$ cat src/rtl/mem_arbiter.sv
// Two-requester Wishbone B4 arbiter: round-robin grant, CYC locking, ACK watchdog, write snoop.
// Latency: grant one cycle after CYC rises; ACK/data/stall pass through combinationally; snoop one cycle after ACK.
// Backpressure: non-owners see stall=1; the owner sees m_stall directly; an aborted owner is stalled until it drops CYC.
module mem_arbiter #(
   parameter int TIMEOUT_CYCLES = 255
) (
   input  logic        clk,
   input  logic        rst,
   input  logic        r0_cyc,
   input  logic        r0_stb,
   input  logic        r0_we,
   input  logic [31:0] r0_adr,
   input  logic [31:0] r0_dat_o,
   input  logic [3:0]  r0_sel,
   output logic [31:0] r0_dat_i,
   output logic        r0_ack,
   output logic        r0_err,
   output logic        r0_stall,
   input  logic        r1_cyc,
   input  logic        r1_stb,
   input  logic        r1_we,
   input  logic [31:0] r1_adr,
   input  logic [31:0] r1_dat_o,
   input  logic [3:0]  r1_sel,
   output logic [31:0] r1_dat_i,
   output logic        r1_ack,
   output logic        r1_err,
   output logic        r1_stall,
   output logic        m_cyc,
   output logic        m_stb,
   output logic        m_we,
   output logic [31:0] m_adr,
   output logic [31:0] m_dat_o,
   output logic [3:0]  m_sel,
   input  logic [31:0] m_dat_i,
   input  logic        m_ack,
   input  logic        m_stall,
   output logic        snoop_valid,
   output logic [31:0] snoop_addr,
   output logic        snoop_src
);

   // A zero timeout still needs a legal (unused) counter width.
   localparam int CW = (TIMEOUT_CYCLES > 0) ? $clog2(TIMEOUT_CYCLES + 1) : 1;
   localparam logic [CW-1:0] TMAX = CW'(TIMEOUT_CYCLES);

   typedef enum logic [1:0] {IDLE, OWN0, OWN1, ABORT} state_t;

   state_t        state, state_nxt;
   logic          last, last_nxt;
   logic [CW-1:0] cnt, cnt_nxt;
   logic          timeout;
   logic          snoop_hit;

   // Owner-side view of the request, selected by which OWN state we are in.
   logic          own;
   logic          o_cyc, o_stb, o_we, other_cyc;
   logic [31:0]   o_adr, o_dat;
   logic [3:0]    o_sel;

   assign own       = (state == OWN1);
   assign o_cyc     = own ? r1_cyc   : r0_cyc;
   assign o_stb     = own ? r1_stb   : r0_stb;
   assign o_we      = own ? r1_we    : r0_we;
   assign o_adr     = own ? r1_adr   : r0_adr;
   assign o_dat     = own ? r1_dat_o : r0_dat_o;
   assign o_sel     = own ? r1_sel   : r0_sel;
   assign other_cyc = own ? r0_cyc   : r1_cyc;

   // State, round-robin pointer and watchdog counter; reset drops the bus immediately.
   always_ff @(posedge clk or posedge rst) begin
      if (rst) begin
         state <= IDLE;
         last  <= 1'b1;
         cnt   <= '0;
      end else begin
         state <= state_nxt;
         last  <= last_nxt;
         cnt   <= cnt_nxt;
      end
   end

   // Next state, bus routing, handshake return and watchdog evaluation.
   always_comb begin
      state_nxt = state;
      last_nxt  = last;
      cnt_nxt   = '0;
      timeout   = 1'b0;
      snoop_hit = 1'b0;
      m_cyc     = 1'b0;
      m_stb     = 1'b0;
      m_we      = 1'b0;
      m_adr     = '0;
      m_dat_o   = '0;
      m_sel     = '0;
      r0_dat_i  = '0;
      r0_ack    = 1'b0;
      r0_err    = 1'b0;
      r0_stall  = 1'b1;
      r1_dat_i  = '0;
      r1_ack    = 1'b0;
      r1_err    = 1'b0;
      r1_stall  = 1'b1;
      case (state)
         IDLE: begin
            // On a tie, the requester that did not win last time gets the bus.
            if (r0_cyc && (!r1_cyc || last)) begin
               state_nxt = OWN0;
               last_nxt  = 1'b0;
            end else if (r1_cyc) begin
               state_nxt = OWN1;
               last_nxt  = 1'b1;
            end
         end
         OWN0, OWN1: begin
            m_cyc   = o_cyc;
            m_stb   = o_stb;
            m_we    = o_we;
            m_adr   = o_adr;
            m_dat_o = o_dat;
            m_sel   = o_sel;
            // An ACK in the match cycle wins over the abort.
            timeout = (TIMEOUT_CYCLES > 0) && o_cyc && o_stb && !m_ack && (cnt == TMAX);
            if (own) begin
               r1_dat_i = m_dat_i;
               r1_ack   = m_ack;
               r1_stall = m_stall;
               r1_err   = timeout;
            end else begin
               r0_dat_i = m_dat_i;
               r0_ack   = m_ack;
               r0_stall = m_stall;
               r0_err   = timeout;
            end
            if (timeout) begin
               m_cyc = 1'b0;
               m_stb = 1'b0;
            end
            snoop_hit = o_cyc && m_ack && o_we;
            if (!o_cyc) begin
               // Release: hand straight over if the other side is waiting.
               if (other_cyc) begin
                  state_nxt = own ? OWN0 : OWN1;
                  last_nxt  = !own;
               end else begin
                  state_nxt = IDLE;
               end
            end else if (timeout) begin
               state_nxt = ABORT;
            end else if ((TIMEOUT_CYCLES > 0) && o_stb && !m_ack) begin
               cnt_nxt = cnt + CW'(1);
            end
         end
         ABORT: begin
            // Bus stays quiet; the aborted owner (last granted) must drop CYC first.
            if (!(last ? r1_cyc : r0_cyc)) begin
               state_nxt = IDLE;
            end
         end
         default: state_nxt = IDLE;
      endcase
   end

   // Registered snoop broadcast of each acknowledged write.
   always_ff @(posedge clk or posedge rst) begin
      if (rst) begin
         snoop_valid <= 1'b0;
         snoop_addr  <= '0;
         snoop_src   <= 1'b0;
      end else begin
         snoop_valid <= snoop_hit;
         if (snoop_hit) begin
            snoop_addr <= o_adr;
            snoop_src  <= own;
         end
      end
   end

endmodule

$ cat config.mk
export PLATFORM = sky130hd
export DESIGN_NAME = mem_arbiter
export DESIGN_NICKNAME = d
export VERILOG_FILES = /design/src/rtl/mem_arbiter.sv
export SDC_FILE = /design/constraint.sdc
export NUM_CORES = 1
export LEC_CHECK = 0
export ABC_CLOCK_PERIOD_IN_PS = 2200
export BUFFER_PORTS_ARGS = -buffer_cell sky130_fd_sc_hd__buf_2
export CELL_PAD_IN_SITES_DETAIL_PLACEMENT = 1
export CELL_PAD_IN_SITES_GLOBAL_PLACEMENT = 1
export CORE_AREA = 4 4 135 137
export DETAILED_ROUTE_END_ITERATION = 8
export DIE_AREA = 0 0 139 141
export MAX_ROUTING_LAYER = met4
export PLACE_DENSITY = 0.74
export REMOVE_ABC_BUFFERS = 1
export SYNTH_ARGS = -nofsm -noshare
export SYNTH_HDL_FRONTEND = slang
export SYNTH_SLANG_ARGS = --single-unit
$ cat constraint.sdc
create_clock -name clk -period 2.2 [get_ports clk]
set_input_delay 0 -clock clk [delete_from_list [all_inputs] [get_ports clk]]
set_output_delay 0 -clock clk [all_outputs]
set_load 0.02 [all_outputs]
==> results by group, run 1 <==
Cells and area
  • Fin cells: 983
  • Filler cells: ~2200
  • Antenna Cells: 0
  • Final #Nets: 940
  • Cell area after layout: between 0.005 and 0.006 mm2
  • Sequential cell area: between 0.001 and 0.0015 mm2
  • Share of cells above drive strength 1: 51.6%
  • Final core utilization: roughly 34%
  • Multi-input gate area: about 0.0023 mm2
  • Layout area overhead: 61.7%

Clock network
  • TritonCTS Buffers: 5
  • Clk_lat worst skew: roughly 280 ps
  • CTS H-tree depth: 2
  • Clock transition at path regs: roughly 60 ps
  • CTS tree: built
  • CTS sink cnt: 45
  • Clk root buf: clkbuf_16
  • Longest Clk Path Bufs: 2

STA
  • Clock skew: roughly 5.3 ps
  • Hold Vio Cnt, Final: 0
  • Achievable Freq: about 480 MHz
  • Worst-Margin Slew: 955 ps
  • Fin. max-slew vios: 0
  • Final period util: between 90 and 100%
  • Final Setup Violations: 0
  • Relative max-transition margin: a little over a third
  • Final min period: approximately 2100 ps
  • RSZ-0062 raised after global routing: true
  • Setup TNS: 0 ps

Synth
  • Synth area leaders: dfrtp_1 31%, mux2i_1 19%, nor2b_1 12%
  • EDFF count, synth: 0
  • Warnings, synthesis: 0
  • Mapped Cells: roughly 420
  • Dominant cell type by area after synthesis: dfrtp_1
  • Commonest cells in the netlist: 71 x nor2b_1, 70 x mux2i_1, 67 x and2_1
  • Syn_area_per_cell: between 8 and 9 um2
  • Sequential share of the synthesized area: 31.4%
  • Synth async-reset ratio: 100%
  • Post-synth cell types: 34
  • Top cell type's share of synthesized area: 30.6%
  • Top FF cell, synth: dfrtp_1
  • Mapped Area: around 0.0036 mm2
  • Seq cells post-synth: 45
  • Most frequent cell after synthesis: nor2b_1

GRT
  • First-pass GRT wire length: roughly 23 mm
  • Vias in the first global route: approximately 4300
  • Initial antenna violation count: 0
  • GRT Util Overall: ~14%
  • Largest net degree at the start of global routing: 70
  • Congestion Overflow GR: 0

Detailed routing
  • Post-DR wirelength/cell: between 10 and 15 um
  • DRC: 0
  • Routed vias: 4132
  • Post-Route WL: approximately 15 mm
  • Routed vias/inst: 4.20
  • Antenna Nets Post-Route: 0
  • DR iter-0 viols: 76
  • Pre-Repair DR Iteration Count: 4

Die
  • Die Y: between 100 and 150 um
  • Chip width: roughly 140 um
  • Cell Rows: 48
  • Initial Utilization: between 20% and 30%
  • Num ports: 353
  • Core area: 0.0171 mm2
  • Die area: 0.0196 mm2

Min path
  • Endpoint, Worst Hold: snoop_addr[15]
  • Worst hold path startpoint: r0_adr[15]
  • Worst Hold Class: in -> reg
  • Worst hold stages: 3

Pwr
  • Maximum vdd ir drop: between 0.7 and 0.8 mV
  • Pwr dens: approximately 1600 mW/mm2
  • P_leak: ~0.0032 uW

Critical path
  • Reg-to-Reg End: snoop_addr[28]
  • Crit path from: state[1]
  • Reg2Reg Depth: 7
  • Crit path arrival time: roughly 2100 ps
  • Worst reg2reg setup slack: around 180 ps
  • Crit end category: output port
  • CP Max Fanout: 25
  • WS Path Type: reg -> out
  • R2R Path Start: state[0]
  • WP data required: 2200 ps
  • Startpoint types: flip-flop

Placed design
  • Placed Cells incl. Taps: a little under 1000
  • Buffers added on ports: between 300 and 400
  • Global placer's final weighted congestion: 0.828
  • Post-DP Area: about 0.0056 mm2
  • Dpl hpwl: 12.5 mm

Run status
  • Outcome: complete, no violations

Job
  • Max Cap Viol: 0
==> what timing repair did <==
| item | CTS | global route |
|---|---|---|
| setup buffers | 0 | 3 |
| gates resized for setup | 1 | 3 |
| hold buffers | 1 | 0 |
| endpoints found under the hold margin | 44 | 0 |
| endpoints found under the setup margin | 4 | 43 |
| pin swaps | 0 | 1 |
| cloned | 0 | 0 |
==> how the worst max path moves through the flow <==
| stage | end | slack, ps | depth (start not counted) |
|---|---|---|---|
| after global placement | snoop_addr[28] | 200 | 6 |
| final | r0_dat_i[19] | 120 | 6 |
| after detailed placement | snoop_addr[30] | 80 | 6 |
| after CTS | m_stb | 40 | 7 |
| after floorplan | snoop_src | -3660 | 5 |
| after global routing | r0_dat_i[19] | -30 | 6 |
==> area by class of cell <==
class	instances	share of cell area [%]
multi-input combinational	334	40.0
inverter	6	0.388
sequential	45	19.4
tap	225	4.84
timing repair buffer	365	32.6
clock buffer	7	2.63
clock inverter	1	0.151
==> layer usage <==
layer  share of wire (%)  GRT usage (%)  vias up
met1                  40           16.8     1846
met4                 1.5           3.30        0
met5                   0              -        -
met2                  50           25.1      221
met3                 7.7           3.53       15
li1                    -              -     2050
==> worst max-delay path, cell delays in order (launching register included) <==
cell	delay, ps
dfrtp_1	440
inv_1	90
ha_2	460
nor2b_1	200
buf_4	250
and2_1	180
buf_2	170
==> layout by cell type, fill, tap and decap left out, types with 2 or more instances in the layout <==
cell / count
and2_1: 67
nand3_1: 4
a22oi_1: 2
buf_12: 2
nand2_1: 38
nor2_1: 5
mux2i_1: 69
nor2b_1: 71
xnor2_1: 2
nand2b_1: 3
nor2_2: 7
ha_1: 3
buf_4: 8
nand4_1: 3
o21ai_0: 35
clkbuf_8: 2
inv_1: 5
buf_6: 2
buf_2: 352
clkbuf_16: 5
mux2_2: 5
dfrtp_1: 44
xor2_1: 4
==> state kept, by name, indices dropped and copies added, names as in the netlist <==
name and cells:
snoop_addr 32, snoop_valid 1, snoop_src 1, cnt 8
last 1, state 2
==> metrics by stage <==
stage                     setup WS, ps  total power (uW)  hold slack [ps]
after global routing             -25.8             10200             36.9
final                              118              9520             22.1
after global placement             199              8710              280
after CTS                         44.6              9650             17.5
after detailed placement          79.5              8780              280
after floorplan                  -3660              5780             72.7
==> cell families (layout without fill, tap and decap cells) <==
family	count (synthesis)	after routing	synth area share (%)
XOR/XNOR	6	6	1.46
buffers and inverters	38	379	4.59
AND/OR/NAND/NOR	206	206	33.5
multiplexers	76	76	21.4
AO/OA/AOI/OAI	41	41	5.99
flip-flops	45	45	31.4
adder cells (fa/ha/maj)	5	5	1.74
==> power breakdown <==
group	internal (uW)	total [uW]	switching, uW
clock network	487	805	318
logic	2790	7410	4610
registers	1140	1310	167
total	4420	9520	5100
Power figures use the tool's default switching activity.
==> inputs of run 2 (changes only) <==
CAP_MARGIN = 30   (was default)
SETUP_SLACK_MARGIN = 0.3   (was default)
==> run 2 against run 1 <==
First-iteration DRC count up 25%; count of clock-buffer cells in the layout fell by 1; global-route usage is 1.0 points higher; sequential power is essentially flat; largest power group unchanged; sequential share of layout area decreased by 2.7 points; maximum frequency grew 4.5%; combinational power up 29%; clock power increased by 6.7%; utilization grew 5.7 points.
==> results by group, run 2 (synthesis gave the netlist of run 1 again) <==
Run status
  • Outcome: complete, no violations

Critical path
  • Setup crit end: m_stb
  • Startpoint types: flip-flop
  • Crit path from: state[0]
  • WS Path Type: reg -> out
  • Crit end category: output port
  • Reg2Reg Depth: 6
  • Worst reg2reg setup slack: approximately 270 ps
  • Crit path arrival time: approximately 2000 ps
  • Reg-to-Reg End: snoop_src
  • WP data required: 2200 ps
  • R2R Path Start: state[1]
  • CP Max Fanout: 4

Detailed routing
  • Pre-Repair DR Iteration Count: 4
  • Antenna Nets Post-Route: 0
  • Post-DR wirelength/cell: ~17 um
  • DR iter-0 viols: 95
  • Routed vias/inst: ~4.3
  • Routed vias: 4414
  • DRC: 0
  • Post-Route WL: 17.8 mm

STA
  • RSZ-0062 raised after global routing: true
  • Final min period: 1990 ps
  • Clock skew: about 6.5 ps
  • Relative max-transition margin: between 60% and 70%
  • Final period util: 90.5%
  • Fin. max-slew vios: 0
  • Hold Vio Cnt, Final: 0
  • Achievable Freq: between 500 and 600 MHz
  • Setup TNS: 0 ps
  • Final Setup Violations: 0
  • Worst-Margin Slew: ~450 ps

Placed design
  • Buffers added on ports: roughly 350
  • Global placer's final weighted congestion: between 0.8 and 0.9
  • Post-DP Area: 0.00562 mm2
  • Dpl hpwl: approximately 13 mm
  • Placed Cells incl. Taps: ~970

Pwr
  • Design Power: between 10000 and 15000 uW
  • Maximum vdd ir drop: 0.737 mV
  • Sw Pwr: slightly below 6000 uW
  • Comb power frac: approximately four fifths
  • Seq pwr share: 11.2%
  • Pwr dens: 1730 mW/mm2
  • Share of power burned in the clock network: 7.3%
  • Switching Share: 49.5%
  • Pint: a little under 6000 uW
  • P_leak: approximately 0.0036 uW

Cells and area
  • Cell area after layout: around 0.0068 mm2
  • Most frequent cells in the layout: 333 x buf_2, 68 x nor2b_1, 59 x and2_1
  • Fin cells: slightly above 1000
  • Biggest register: snoop_addr
  • Layout area overhead: 88.5%
  • Final #Nets: between 900 and 1000
  • Commonest non-fill, non-tap cell in the layout: buf_2
  • Share of cells above drive strength 1: about three fifths
  • Antenna Cells: 0
  • Registers with the most flip-flops: snoop_addr x32, cnt x8, state x2
  • Max reg flops: 32

GRT
  • Initial antenna violation count: 0
  • Vias in the first global route: between 4000 and 5000
  • First-pass GRT wire length: approximately 24 mm
  • Congestion Overflow GR: 0
  • GRT Util Overall: between 15 and 20%
  • Largest net degree at the start of global routing: 48

Clock network
  • Clk root buf: clkbuf_16
  • CTS sink cnt: 45
  • CTS H-tree depth: 2
  • Longest Clk Path Bufs: 2
  • CTS tree: built
  • TritonCTS Buffers: 5
  • Clock transition at path regs: roughly 70 ps
  • Clk_lat worst skew: around 290 ps

Min path
  • Worst Hold Class: in -> reg

Die
  • Die Y: roughly 140 um
  • Core area: 0.0171 mm2
  • Initial Utilization: a little over a fifth
  • Die area: just under 0.02 mm2
  • Num ports: ~350
  • Chip width: between 100 and 150 um
  • Cell Rows: 48

Job
  • Max Cap Viol: 0
run 2: cell count changes in the layout (fill, tap and decap cells not counted), sizes merged:
| cell | change |
|---|---|
| buf | +33 |
| bufinv | +1 |
| clkbuf | +6 |
| clkinv | +1 |
| inv | -1 |
run 2: routing by layer:
layer / track usage, % / vias to the layer above / share of wire [%]
met4: 3.55 / 0 / 1.6
met3: 3.90 / 19 / 7.2
li1: - / 2130 / -
met5: - / - / 0
met1: 17.3 / 2045 / 38
met2: 27.7 / 220 / 53
run 2: metrics by stage:
step	setup slack (ps)	hold slack, ps	utilization, %
final	209	19.8	39.7
after global routing	120	35.3	39.7
after CTS	216	18.6	35.5
after detailed placement	89.2	38.2	33.0
after global placement	199	280	32.8
after floorplan	-3660	72.7	-
run 2: worst min path at each step:
stage	start	to	slack (ps)	cells after the start
2_1_floorplan	m_ack	cnt[6]	70	1
3_3_place_gp	rst	snoop_addr[23]	280	2
3_5_place_dp	rst	snoop_src	40	2
4_1_cts	r0_adr[15]	snoop_addr[15]	20	3
5_1_grt	m_ack	cnt[6]	40	2
6_report	r0_adr[15]	snoop_addr[15]	20	3
run 2: cell type report:
type                       count  area, um2
fill                        2090      10300
multi-input combinational    334       2600
timing repair buffer         405       2570
sequential                    45       1130
tap                          225        282
clock buffer                   6        129
clock inverter                 2       38.8
inverter                       6       22.5
run 2: power groups by stage:
stage               clock (uW)  sequential, uW  combinational [uW]
finish                     859            1310                9550
global route               934            1360               10200
CTS                        897            1310                8020
detailed placement           0            1320                7480
global placement             0            1310                7400
floorplan                    0            1640                4150
run 2: repair_timing:
action	CTS	global route
hold endpoints to repair	18	0
hold buffers	1	0
gates resized for setup	22	87
pin swaps	7	15
cloned	2	9
setup endpoints to repair	146	145
setup buffers	10	21
run 2: worst max-delay path, cell delays in order (launching register included):
cell     delay, ps
dfrtp_1        360
inv_2           80
ha_4           190
buf_12         140
mux2i_4        200
nor4_4         260
nand2_2        110
and3b_1        190
buf_2          170
